==> src/rtl/dft_pin_walk_sequencer.sv <==
// Board-test walking-zero loopback scan: drives all-high then one low pin per step, samples synchronized sense after SETTLE_CYCLES.
// Step results land on the sampling edge; start/abort are single-cycle pulses, there is no backpressure.
module dft_pin_walk_sequencer #(
    parameter int NUM_PINS      = 20,
    parameter int SETTLE_CYCLES = 48,
    parameter int STEP_W        = 5
) (
    input  logic                clk_48mhz,
    input  logic                rst_n,
    input  logic                start,
    input  logic                abort,
    output logic [NUM_PINS-1:0] drive,
    input  logic [NUM_PINS-1:0] sense,
    output logic                busy,
    output logic                done,
    output logic                pass,
    output logic [STEP_W-1:0]   fail_step,
    output logic [NUM_PINS-1:0] fail_mask
);

    localparam int CNT_W = (SETTLE_CYCLES > 1) ? $clog2(SETTLE_CYCLES) : 1;
    localparam logic [CNT_W-1:0]  CNT_LAST  = CNT_W'(SETTLE_CYCLES - 1);
    localparam logic [STEP_W-1:0] STEP_LAST = STEP_W'(NUM_PINS);

    typedef enum logic [1:0] {
        ST_IDLE,
        ST_RUN,
        ST_DONE
    } state_t;

    state_t              state, state_nxt;
    logic [STEP_W-1:0]   step, step_nxt;
    logic [CNT_W-1:0]    cnt, cnt_nxt;
    logic [NUM_PINS-1:0] drive_nxt;
    logic                busy_nxt, done_nxt, pass_nxt;
    logic [STEP_W-1:0]   fail_step_nxt;
    logic [NUM_PINS-1:0] fail_mask_nxt;
    logic [NUM_PINS-1:0] sense_m, sense_s;

    // Pattern for step k: all ones, with pin k-1 pulled low for k >= 1.
    function automatic logic [NUM_PINS-1:0] walk(input logic [STEP_W-1:0] k);
        logic [NUM_PINS-1:0] w;
        w = '1;
        for (int i = 0; i < NUM_PINS; i++) begin
            if (k == STEP_W'(i + 1)) w[i] = 1'b0;
        end
        return w;
    endfunction

    // Sense pins are asynchronous; idle-high matches the all-ones baseline.
    always_ff @(posedge clk_48mhz or negedge rst_n) begin
        if (!rst_n) begin
            sense_m <= '1;
            sense_s <= '1;
        end else begin
            sense_m <= sense;
            sense_s <= sense_m;
        end
    end

    always_ff @(posedge clk_48mhz or negedge rst_n) begin
        if (!rst_n) begin
            state     <= ST_IDLE;
            step      <= '0;
            cnt       <= '0;
            drive     <= '1;
            busy      <= 1'b0;
            done      <= 1'b0;
            pass      <= 1'b0;
            fail_step <= '0;
            fail_mask <= '0;
        end else begin
            state     <= state_nxt;
            step      <= step_nxt;
            cnt       <= cnt_nxt;
            drive     <= drive_nxt;
            busy      <= busy_nxt;
            done      <= done_nxt;
            pass      <= pass_nxt;
            fail_step <= fail_step_nxt;
            fail_mask <= fail_mask_nxt;
        end
    end

    always_comb begin
        state_nxt     = state;
        step_nxt      = step;
        cnt_nxt       = cnt;
        drive_nxt     = drive;
        done_nxt      = done;
        pass_nxt      = pass;
        fail_step_nxt = fail_step;
        fail_mask_nxt = fail_mask;

        case (state)
            ST_IDLE, ST_DONE: begin
                drive_nxt = '1;
                if (start) begin
                    state_nxt     = ST_RUN;
                    step_nxt      = '0;
                    cnt_nxt       = '0;
                    done_nxt      = 1'b0;
                    pass_nxt      = 1'b0;
                    fail_step_nxt = '0;
                    fail_mask_nxt = '0;
                end
            end
            ST_RUN: begin
                if (abort) begin
                    state_nxt = ST_IDLE;
                    drive_nxt = '1;
                end else if (cnt == CNT_LAST) begin
                    if (sense_s != drive) begin
                        state_nxt     = ST_DONE;
                        drive_nxt     = '1;
                        done_nxt      = 1'b1;
                        pass_nxt      = 1'b0;
                        fail_step_nxt = step;
                        fail_mask_nxt = sense_s ^ drive;
                    end else if (step == STEP_LAST) begin
                        state_nxt = ST_DONE;
                        drive_nxt = '1;
                        done_nxt  = 1'b1;
                        pass_nxt  = 1'b1;
                    end else begin
                        step_nxt  = step + STEP_W'(1);
                        cnt_nxt   = '0;
                        drive_nxt = walk(step + STEP_W'(1));
                    end
                end else begin
                    cnt_nxt = cnt + CNT_W'(1);
                end
            end
            default: begin
                state_nxt = ST_IDLE;
                drive_nxt = '1;
            end
        endcase

        busy_nxt = (state_nxt == ST_RUN);
    end

endmodule

==> config.mk <==
export PLATFORM = sky130hd
export DESIGN_NAME = dft_pin_walk_sequencer
export DESIGN_NICKNAME = d
export VERILOG_FILES = /design/src/rtl/dft_pin_walk_sequencer.sv
export SDC_FILE = /design/constraint.sdc
export NUM_CORES = 1
export LEC_CHECK = 0
export CORE_AREA = 2 2 136 105
export DETAILED_ROUTE_END_ITERATION = 8
export DIE_AREA = 0 0 138 107
export GPL_ROUTABILITY_DRIVEN = 0
export PLACE_DENSITY = 0.59
export SLEW_MARGIN = 25
export SYNTH_ARGS = -nofsm -noshare
export SYNTH_HDL_FRONTEND = slang
export SYNTH_SLANG_ARGS = --single-unit
==> constraint.sdc <==
create_clock -name clk_48mhz -period 4.8 [get_ports clk_48mhz]
set_input_delay 0.72 -clock clk_48mhz [delete_from_list [all_inputs] [get_ports clk_48mhz]]
set_output_delay 0.72 -clock clk_48mhz [all_outputs]
set_load 0.01 [all_outputs]
==> results.json <==
{
  "status": "finished, final reports clean",
  "yosys_warnings": 0,
  "drtIter0Drc": 170,
  "die_x_um": 138,
  "fmax_mhz": 314,
  "slew_headroom": 0.343,
  "path_class": "input port to flop",
  "worstMarginPinSlew_ps": 983,
  "numCtsBuffers": 9,
  "arrival_ps": 3410,
  "maxCapViolCount": 0,
  "hold_viol": 0,
  "syn2layout_area_growth_pct": 31.0,
  "post-route-drc-count": 0,
  "dp.final_hpwl_um": 6470,
  "synth_edf_count": 0,
  "finalInstanceArea_mm2": 0.00514,
  "clock_latency_ps": 350,
  "synth_most_common_cell": "dfstp_2",
  "ys_seq_elements": 101,
  "reg2reg_depth": 6,
  "synth_top_area_frac": 0.401,
  "cp_max_fo": 25,
  "clock-sinks": 101,
  "die_y_um": 107,
  "nFillCells": 1273,
  "grt_pass1_wl_um": 14800,
  "synth_area_leaders": "dfstp_2 (40%), dfrtp_1 (26%), a22o_1 (2.9%)",
  "endpoint_kind": "flop",
  "ys_top_cells_by_count": "dfstp_2 (60), dfrtp_1 (41), nor2_1 (26), a21oi_1 (19), a22o_1 (13)",
  "setup_viol": 0,
  "gr-total-overflow": 0,
  "syn_avg_cell_area_um2": 12.9,
  "critPathRequiredTime_ps": 5030,
  "path_clk_slew_ps": 60,
  "synth_fp_nets": 334,
  "synth_cell_types": 46,
  "holdCritStartpoint": "sense_m[15]$_DFF_PN1_",
  "grtUsageTotal": 0.130,
  "regArea_mm2": 0.00260,
  "wire_per_inst_um": 16.2,
  "grt_max_degree": 73,
  "period_share": 0.663,
  "powerDensity_mw_per_mm2": 350,
  "fin_setup_tns_ps": 0,
  "synth-async-reset-ratio": 1.00,
  "met3_usage": 0.0393,
  "grt_pass1_vias": 2811,
  "initial_core_util": 0.293,
  "hold_depth": 0,
  "peakVddDrop_mv": 0.166,
  "multi_input_area_mm2": 0.00126,
  "clk_path_buf_depth": 2,
  "cts_tree": "built",
  "core_mm2": 0.0134,
  "drive_gt1_frac": 0.229,
  "fp-row-count": 37,
  "post-cts-setup-buffers": 0,
  "crit_start": "abort",
  "grt_util_met1": 0.177,
  "cts_hold_buf": 0,
  "root_buffer": "clkbuf_16",
  "rsz0062_at_grt": "no",
  "dr.pass1.iters": 4,
  "antenna_left": 0,
  "yosys.area.top_type": "dfstp_2",
  "ctsResizeCount": 0,
  "netlist_area_mm2": 0.00393,
  "ys.flop_type": "dfstp_2",
  "fp.dieArea_mm2": 0.0148,
  "worstSetupStartpointType": "input port",
  "totalWireLength_um": 9090,
  "top_usage_layer": "met2",
  "slew_viol_final": 0,
  "met2_usage": 0.193,
  "placed_cell_area_mm2": 0.00484,
  "vias": 2653,
  "hold_class": "flop to flop",
  "nets": 410,
  "antenna_cells": 0,
  "antenna_found_initial": 0,
  "viasPerCell": 4.74,
  "fin_worst_skew_ps": 7.98,
  "rr_startpoint": "drive[6]$_DFFE_PN1P_",
  "synthCells": 304,
  "cellLeakagePower_nw": 2.05,
  "fin_crit_ps": 3180,
  "numPortBuffers": 71,
  "seq_area_frac_synth": 0.663,
  "io_pins": 72,
  "htree_levels": 3
}
## per-stage QoR
step / worst slack (ps) / power (mW) / utilization / hold WS [ps] / std cells
2_1_floorplan: 2560 / 1.02 / - / 345 / 304
3_3_place_gp: 1460 / 1.08 / 0.361 / 346 / 544
3_5_place_dp: 1300 / 1.08 / 0.361 / 347 / 544
4_1_cts: 1660 / 1.83 / 0.383 / 357 / 560
5_1_grt: 1400 / 1.88 / 0.383 / 360 / 560
6_report: 1620 / 1.80 / 0.383 / 356 / 560
## critical path, cell delays in order
cell and delay, ps:
clkdlybuf4s50_1 480, nor3b_1 640, nand3_1 140, buf_4 240, nand2_1 140, nand2_1 590, a22o_1 460
## power breakdown
group,total [mW],switching (mW),internal [mW]
logic,0.134,0.0823,0.0519
registers,0.936,0.0325,0.904
clock network,0.732,0.322,0.410
total,1.80,0.437,1.37
## cell usage in the layout, fill, tap and decap left out, drive strengths merged, types with 6 or more instances in the layout
master / Yosys / final
nand2: 11 / 11
nand3: 8 / 8
a22o: 14 / 14
o21ai: 9 / 9
a31oi: 10 / 10
dfrtp: 41 / 41
clkbuf: 6 / 10
dfstp: 60 / 60
clkdlybuf4s50: 0 / 70
xor2: 10 / 10
nor2: 27 / 27
inv: 5 / 7
ha: 6 / 6
o2bb2ai: 11 / 11
xnor2: 12 / 12
a21oi: 19 / 19
## area by class of cell
cell class                      instances  area share
Sequential cell                       101       0.506
Multi-Input combinational cell        188       0.246
Timing Repair Buffer                   75       0.144
Clock buffer                           10      0.0445
Tap cell                              175      0.0426
Clock inverter                          6      0.0141
Inverter                                5     0.00365
## cells by family after synthesis
group / share of synthesized area
compound gates: 0.131
buf+inv: 0.0156
xor+xnor: 0.0491
mux: 0.00510
flops: 0.663
simple gates: 0.118
fa+ha+maj: 0.0191
## per-layer routing
metal  vias up  routed length, µm
met5         -                  0
met4         0                126
met3        14                482
met2        75               4010
met1      1315               4460
li1       1249                  -
## flip-flops by register name, summed over array words and instances, names as in the netlist
| register | count |
|---|---|
| busy | 1 |
| cnt | 6 |
| done | 1 |
| drive | 20 |
| fail_mask | 20 |
| fail_step | 5 |
| pass | 1 |
| sense_m | 20 |
| sense_s | 20 |
| state | 2 |
| step | 5 |
## worst paths after layout
kind | endpoint | slack (ps)
hold / removal | sense_s[15]$_DFF_PN1_ | 360
setup / recovery | fail_step[0]$_DFFE_PN0P_ | 1620
min in group asynchronous | fail_mask[2]$_DFFE_PN0P_ | 490
hold reg to reg | sense_s[15]$_DFF_PN1_ | 360
setup reg to reg | fail_step[0]$_DFFE_PN0P_ | 2020
max in group asynchronous | sense_m[19]$_DFF_PN1_ | 3380
(Power assumes the default switching activity.)
